**config.mk**
```make
export PLATFORM = sky130hd
export DESIGN_NAME = reg_list_seq
export DESIGN_NICKNAME = d
export VERILOG_FILES = /design/src/rtl/cpu_pkg.sv /design/src/rtl/lsb_prio_enc.sv /design/src/rtl/reg_list_seq.sv
export SDC_FILE = /design/constraint.sdc
export NUM_CORES = 1
export LEC_CHECK = 0
export BUFFER_PORTS_ARGS = -buffer_cell sky130_fd_sc_hd__buf_2
export CAP_MARGIN = 40
export CORE_MARGIN = 3
export CORE_UTILIZATION = 45
export CTS_CLUSTER_DIAMETER = 80
export DETAILED_ROUTE_END_ITERATION = 8
export HOLD_SLACK_MARGIN = 0.08
export PLACE_DENSITY = 0.77
export SETUP_SLACK_MARGIN = 0.3
export SYNTH_ARGS = -nofsm -noshare
export SYNTH_HDL_FRONTEND = slang
export SYNTH_HIERARCHICAL = 1
export SYNTH_SLANG_ARGS = --single-unit
```
**constraint.sdc**
```tcl
create_clock -name clk -period 4.5 [get_ports clk]
set_input_delay 0.675 -clock clk [delete_from_list [all_inputs] [get_ports clk]]
set_output_delay 0.675 -clock clk [all_outputs]
set_load 0.005 [all_outputs]
```
**src/rtl/cpu_pkg.sv**
```systemverilog
// Shared constants and state encoding for the register-list sequencer.
// S_WB is only part of the encoding when REG_LIST_SEQ_WB_EN is defined.
package cpu_pkg;

    localparam int WORD_BYTES = 4;
    localparam int NUM_REGS   = 16;

    typedef enum logic [2:0] {
        S_IDLE  = 3'd0,
        S_RDREG = 3'd1,
        S_XFER  = 3'd2,
`ifdef REG_LIST_SEQ_WB_EN
        S_WB    = 3'd3,
`endif
        S_DONE  = 3'd4
    } state_e;

endpackage

```
**src/rtl/lsb_prio_enc.sv**
```systemverilog
// Lowest-set-bit priority encoder over a 16-entry register mask.
module lsb_prio_enc
    import cpu_pkg::*;
(
    input  logic [NUM_REGS-1:0] i_mask,
    output logic [3:0]          o_idx,
    output logic                o_valid
);

    always_comb begin
        o_idx   = '0;
        o_valid = 1'b0;
        // Scan downwards so the lowest set bit is the last one to win.
        for (int i = NUM_REGS - 1; i >= 0; i--) begin
            if (i_mask[i]) begin
                o_idx   = 4'(i);
                o_valid = 1'b1;
            end
        end
    end

endmodule

```
**src/rtl/reg_list_seq.sv**
```systemverilog
// Load/store-multiple sequencer: one memory word per register in the mask.
// Base-register writeback (WB state) is built only with REG_LIST_SEQ_WB_EN.
module reg_list_seq
    import cpu_pkg::*;
(
    input  logic        clk,
    input  logic        rst,
    input  logic        i_start,
    input  logic        i_load,
    input  logic [15:0] i_reg_list,
    input  logic [31:0] i_base,
    input  logic [3:0]  i_addr_rn,
    input  logic        i_up,
    input  logic        i_before,
    input  logic        i_wb,
    output logic [3:0]  o_addr_rt,
    input  logic [31:0] i_rt,
    output logic [3:0]  o_addr_rd,
    output logic [31:0] o_rd,
    output logic        o_rd_wr_en,
    output logic        o_mem_req,
    output logic        o_mem_we,
    output logic [31:0] o_mem_addr,
    output logic [31:0] o_mem_wdata,
    input  logic        i_mem_ack,
    input  logic [31:0] i_mem_rdata,
    output logic        o_busy,
    output logic        o_done
);

    state_e      state_q, state_d;
    logic [15:0] mask_q;
    logic [31:0] base_q;
    logic        load_q, up_q, before_q;
    logic        cap_q;
    logic [4:0]  cnt_q;
    logic [31:0] wdata_q, rd_q;
    logic [3:0]  addr_rd_q;
    logic        rd_we_q, done_q;

    logic [3:0]  idx;
    logic        idx_vld;
    logic [15:0] rest;
    logic        last, start_ok, mem_req, ack_ok;
    logic [31:0] off, addr;

    logic unused_lo;
    assign unused_lo = ^i_base[1:0];

`ifdef REG_LIST_SEQ_WB_EN
    logic        wb_q, rn_hit_q, wb_go;
    logic [3:0]  rn_q;
    logic [31:0] wb_off, wb_val;
`else
    logic unused_cfg;
    assign unused_cfg = ^{i_wb, i_addr_rn};
`endif

    lsb_prio_enc u_enc (
        .i_mask  (mask_q),
        .o_idx   (idx),
        .o_valid (idx_vld)
    );

    always_ff @(posedge clk or posedge rst) begin
        if (rst) state_q <= S_IDLE;
        else     state_q <= state_d;
    end

    always_comb begin
        start_ok = (state_q == S_IDLE) && i_start;
        // Stores spend their first XFER cycle capturing i_rt; no request yet.
        mem_req  = (state_q == S_XFER) && !cap_q && idx_vld;
        ack_ok   = mem_req && i_mem_ack;
        rest     = mask_q & ~(16'd1 << idx);
        last     = (rest == '0);
        off      = (32'(cnt_q) + 32'(before_q)) * WORD_BYTES;
        addr     = up_q ? base_q + off : base_q - off;
`ifdef REG_LIST_SEQ_WB_EN
        wb_go    = wb_q && !(load_q && (rn_hit_q || idx == rn_q));
        wb_off   = 32'(cnt_q) * WORD_BYTES;
        wb_val   = up_q ? base_q + wb_off : base_q - wb_off;
`endif

        state_d = state_q;
        unique case (state_q)
            S_IDLE: begin
                if (i_start) begin
                    if (i_reg_list == '0) state_d = S_DONE;
                    else if (i_load)      state_d = S_XFER;
                    else                  state_d = S_RDREG;
                end
            end
            S_RDREG: state_d = S_XFER;
            S_XFER: begin
                if (ack_ok) begin
                    if (last) begin
`ifdef REG_LIST_SEQ_WB_EN
                        state_d = wb_go ? S_WB : S_DONE;
`else
                        state_d = S_DONE;
`endif
                    end else if (!load_q) begin
                        state_d = S_RDREG;
                    end
                end
            end
`ifdef REG_LIST_SEQ_WB_EN
            S_WB:    state_d = S_DONE;
`endif
            S_DONE:  state_d = S_IDLE;
            default: state_d = S_IDLE;
        endcase

        o_addr_rt   = (state_q == S_RDREG) ? idx : 4'd0;
        o_mem_req   = mem_req;
        o_mem_we    = mem_req && !load_q;
        o_mem_addr  = mem_req ? addr : 32'd0;
        o_mem_wdata = (mem_req && !load_q) ? wdata_q : 32'd0;
        o_addr_rd   = addr_rd_q;
        o_rd        = rd_q;
        o_rd_wr_en  = rd_we_q;
        o_done      = done_q;
        o_busy      = !rst && ((state_q != S_IDLE) || i_start);
    end

    always_ff @(posedge clk or posedge rst) begin
        if (rst) begin
            mask_q    <= '0;
            base_q    <= '0;
            load_q    <= 1'b0;
            up_q      <= 1'b0;
            before_q  <= 1'b0;
            cap_q     <= 1'b0;
            cnt_q     <= '0;
            wdata_q   <= '0;
            rd_q      <= '0;
            addr_rd_q <= '0;
            rd_we_q   <= 1'b0;
            done_q    <= 1'b0;
`ifdef REG_LIST_SEQ_WB_EN
            wb_q      <= 1'b0;
            rn_q      <= '0;
            rn_hit_q  <= 1'b0;
`endif
        end else begin
            rd_we_q <= 1'b0;
            done_q  <= (state_q == S_DONE);
            if (start_ok) begin
                mask_q   <= i_reg_list;
                base_q   <= {i_base[31:2], 2'b00};
                load_q   <= i_load;
                up_q     <= i_up;
                before_q <= i_before;
                cnt_q    <= '0;
`ifdef REG_LIST_SEQ_WB_EN
                wb_q     <= i_wb;
                rn_q     <= i_addr_rn;
                rn_hit_q <= 1'b0;
`endif
            end
            if (state_q == S_RDREG) cap_q <= 1'b1;
            if (state_q == S_XFER && cap_q) begin
                wdata_q <= i_rt;
                cap_q   <= 1'b0;
            end
            if (ack_ok) begin
                mask_q <= rest;
                cnt_q  <= cnt_q + 5'd1;
                if (load_q) begin
                    rd_q      <= i_mem_rdata;
                    addr_rd_q <= idx;
                    rd_we_q   <= 1'b1;
`ifdef REG_LIST_SEQ_WB_EN
                    if (idx == rn_q) rn_hit_q <= 1'b1;
`endif
                end
            end
`ifdef REG_LIST_SEQ_WB_EN
            if (state_q == S_WB) begin
                rd_q      <= wb_val;
                addr_rd_q <= rn_q;
                rd_we_q   <= 1'b1;
            end
`endif
        end
    end

endmodule
```
==> results.py <==
metrics = {
    "global_route": {
        "grt_pass1_wl_mm": 35.0,
        "grt.total_usage_pct": 23.7,
        "grt_max_degree": 65,
        "grt-ovfl-total": 0,
        "antenna_found_initial": 0,
        "grt_pass1_vias": 7086,
    },
    "worst_setup_path": {
        "path_buf_inv": 4,
        "cp.required_ps": 3830,
        "crit_type": "reg2out",
        "worst_setup_path_start_kind": "flip-flop",
        "cpPeakStageDelay_ps": 500,
        "crit_path_max_fanout": 8,
        "end_kind": "output pin",
        "critPathSlowestCell": "o41a_1",
        "cp.arrival_ps": 3960,
        "cp_cell_sequence": "ha_4 > ha_4 > xnor2_4 > buf_4 > and3_4 > a31oi_1 > buf_4 > buf_4 > ha_4 > and3_1 > a211oi_2 > o41a_1 > o211ai_1 > mux2i_1 > buf_2",
        "path_delay_family": "compound AO/OA/AOI/OAI gates",
    },
    "routing": {
        "wl_mm": 23.5,
        "first_iter_violations": 537,
        "top_layer_used": "met4",
        "routedWlPerCell_um": 17.6,
        "antenna_left": 0,
        "num_vias": 7406,
        "viasPerCell": 5.56,
        "route.met3.wl_mm": 2.11,
        "met2WireLength_mm": 11.6,
        "first_pass_iters": 5,
        "met1_length_mm": 8.98,
        "drc": 0,
    },
    "run_status": {
        "violations": "setup timing",
        "status": "finished with violations",
    },
    "clocking": {
        "htree_levels": 4,
        "cts.path.max_buffers": 2,
        "hold_buffers": 0,
        "clk_pin_slew_ps": 60,
        "clk_latency_ps": 420,
        "cts.sinks": 128,
        "cts_inserted_buffers": 17,
        "cts_root_buffer": "clkbuf_16",
        "cts_tree": "yes",
    },
    "place": {
        "io_buffers": 223,
        "gp_congestion": 0.942,
        "numPlacedInstances": 1259,
        "dpl.hpwl_mm": 15.7,
    },
    "cells_and_area": {
        "final_common_cell": "buf_2",
        "syn2layout_area_growth_pct": 39.5,
        "n_antenna_cell": 0,
        "final_cells": 1331,
        "final_nets": 1258,
        "most-common-layout-cells": "223 x buf_2, 129 x nand2_1, 128 x dfrtp_1",
        "final_util_pct": 64.3,
        "drive_gt1_share_pct": 43.9,
    },
    "floorplan": {
        "start_util_pct": 46.1,
        "rows": 47,
        "die_x_um": 136,
        "core_um2": 16600,
        "die_h_um": 136,
        "design.portCount": 233,
        "dieArea_um2": 18600,
    },
    "sta": {
        "final_max_slew_viol_count": 0,
        "layout_setup_ws_ps": -139,
        "hold_violations": 0,
        "rsz0062_at_grt": "true",
        "fin_worst_skew_ps": 16.9,
        "finalSetupViolCount": 14,
        "tightest_slew_ps": 723,
        "slew_headroom_pct": 51.7,
        "timing.final.crit_share_pct": 103,
        "tns_ps": -1100,
        "finalCriticalPeriod_ps": 4640,
        "fmax_mhz": 216,
    },
    "synthesis": {
        "syn_area_um2": 7640,
        "ys.flop_type": "dfrtp_1",
        "synth_top_area_cell": "dfrtp_1",
        "synth.distinct_cells": 59,
        "postSynthCellCount": 824,
        "ys_ff_latch": 128,
        "yosysWarnings": 6,
        "yosysSeqAreaShare_pct": 41.9,
        "postSynthAreaPerCell_um2": 9.28,
        "synth.area.top_cells": "dfrtp_1 42%, mux2_2 10%, nand2_1 6.5%",
        "synth_top_area_share_pct": 41.9,
        "synth-edff-count": 0,
        "ys_async_sr_fraction_pct": 100,
    },
    "flow_run": {
        "drv_cap": 0,
    },
    "min_path": {
        "hold_class": "in2async",
    },
}
==> flip-flops by register name (all words and copies together) (netlist names), 3 cells and up <==
register   count
o_addr_rd      4
o_rd          32
mask_q        16
cnt_q          5
wdata_q       32
state_q        3
base_q        30
==> metrics by stage <==
step	setup slack, ps	instance area (um^2)	hold slack [ps]
2_1_floorplan	332	7650	452
3_3_place_gp	94.6	9100	467
3_5_place_dp	35.8	9180	472
4_1_cts	-24.8	10400	135
5_1_grt	-317	10700	157
6_report	-139	10700	162
==> final timing paths <==
check / startpoint / endpoint / slack [ps] / cells after the start
setup / recovery: before_q / o_mem_addr[29] / -140 / 15
hold / removal: rst / cap_q / 160 / 2
setup reg to reg: mask_q[10] / mask_q[0] / 1050 / 9
hold reg to reg: base_q[29] / base_q[29] / 490 / 2
max in group asynchronous: rst / base_q[22] / 3540 / 3
min in group clk: i_base[24] / base_q[24] / 450 / 3
==> per-layer routing <==
metal | global-route usage [%] | up-vias
met4 | 8.57 | 0
met1 | 28.9 | 3494
met2 | 39.8 | 397
li1 | - | 3440
met5 | 0 | -
met3 | 6.88 | 75
==> cells by family after synthesis <==
logic type	count (synthesis)	synth area share (%)
and+or+nand+nor	320	19.9
AOI/OAI and AO/OA	170	14.7
DFF	128	41.9
muxes	72	10.5
buffers and inverters	68	3.58
adders and majority gates	36	5.99
xor gates and xnor gates	29	3.32
other	1	0.0491
==> repair_timing <==
| action | in CTS | in global routing |
|---|---|---|
| gates resized for setup | 79 | 30 |
| endpoints found under the hold margin | 0 | 0 |
| pin swaps | 58 | 45 |
| setup buffers | 26 | 14 |
| setup endpoints to repair | 21 | 23 |
==> layout make-up <==
class / count / area, um^2
repair buffers: 300 / 1760
well taps: 220 / 275
multi-input cells: 629 / 4740
inverters: 22 / 87.6
clock buffers: 17 / 425
clock inverters: 15 / 174
flip-flops and latches: 128 / 3200
fillers: 1304 / 5920
==> synth_stat cells, drive strengths merged (3+ instances only) <==
cell	instances
o21ai	46
nand2b	10
and2	40
o32ai	6
a31oi	6
nand2	132
xor2	16
o211ai	6
a311oi	4
clkbuf	32
nor3b	5
buf	14
or3	3
xnor2	13
inv	22
a21o	9
a22o	16
and3	8
nor2b	5
o31ai	6
mux2	68
a21oi	41
nor3	14
o21a	9
nor4	8
nand3	16
nor2	58
mux2i	4
or2	3
ha	35
o31a	3
nand4	10
dfrtp	128
o21bai	3
a211oi	5
Power is left out: the tool's default activity adds up to more than one toggle a clock period on the data nets, which glitch-free logic cannot reach.
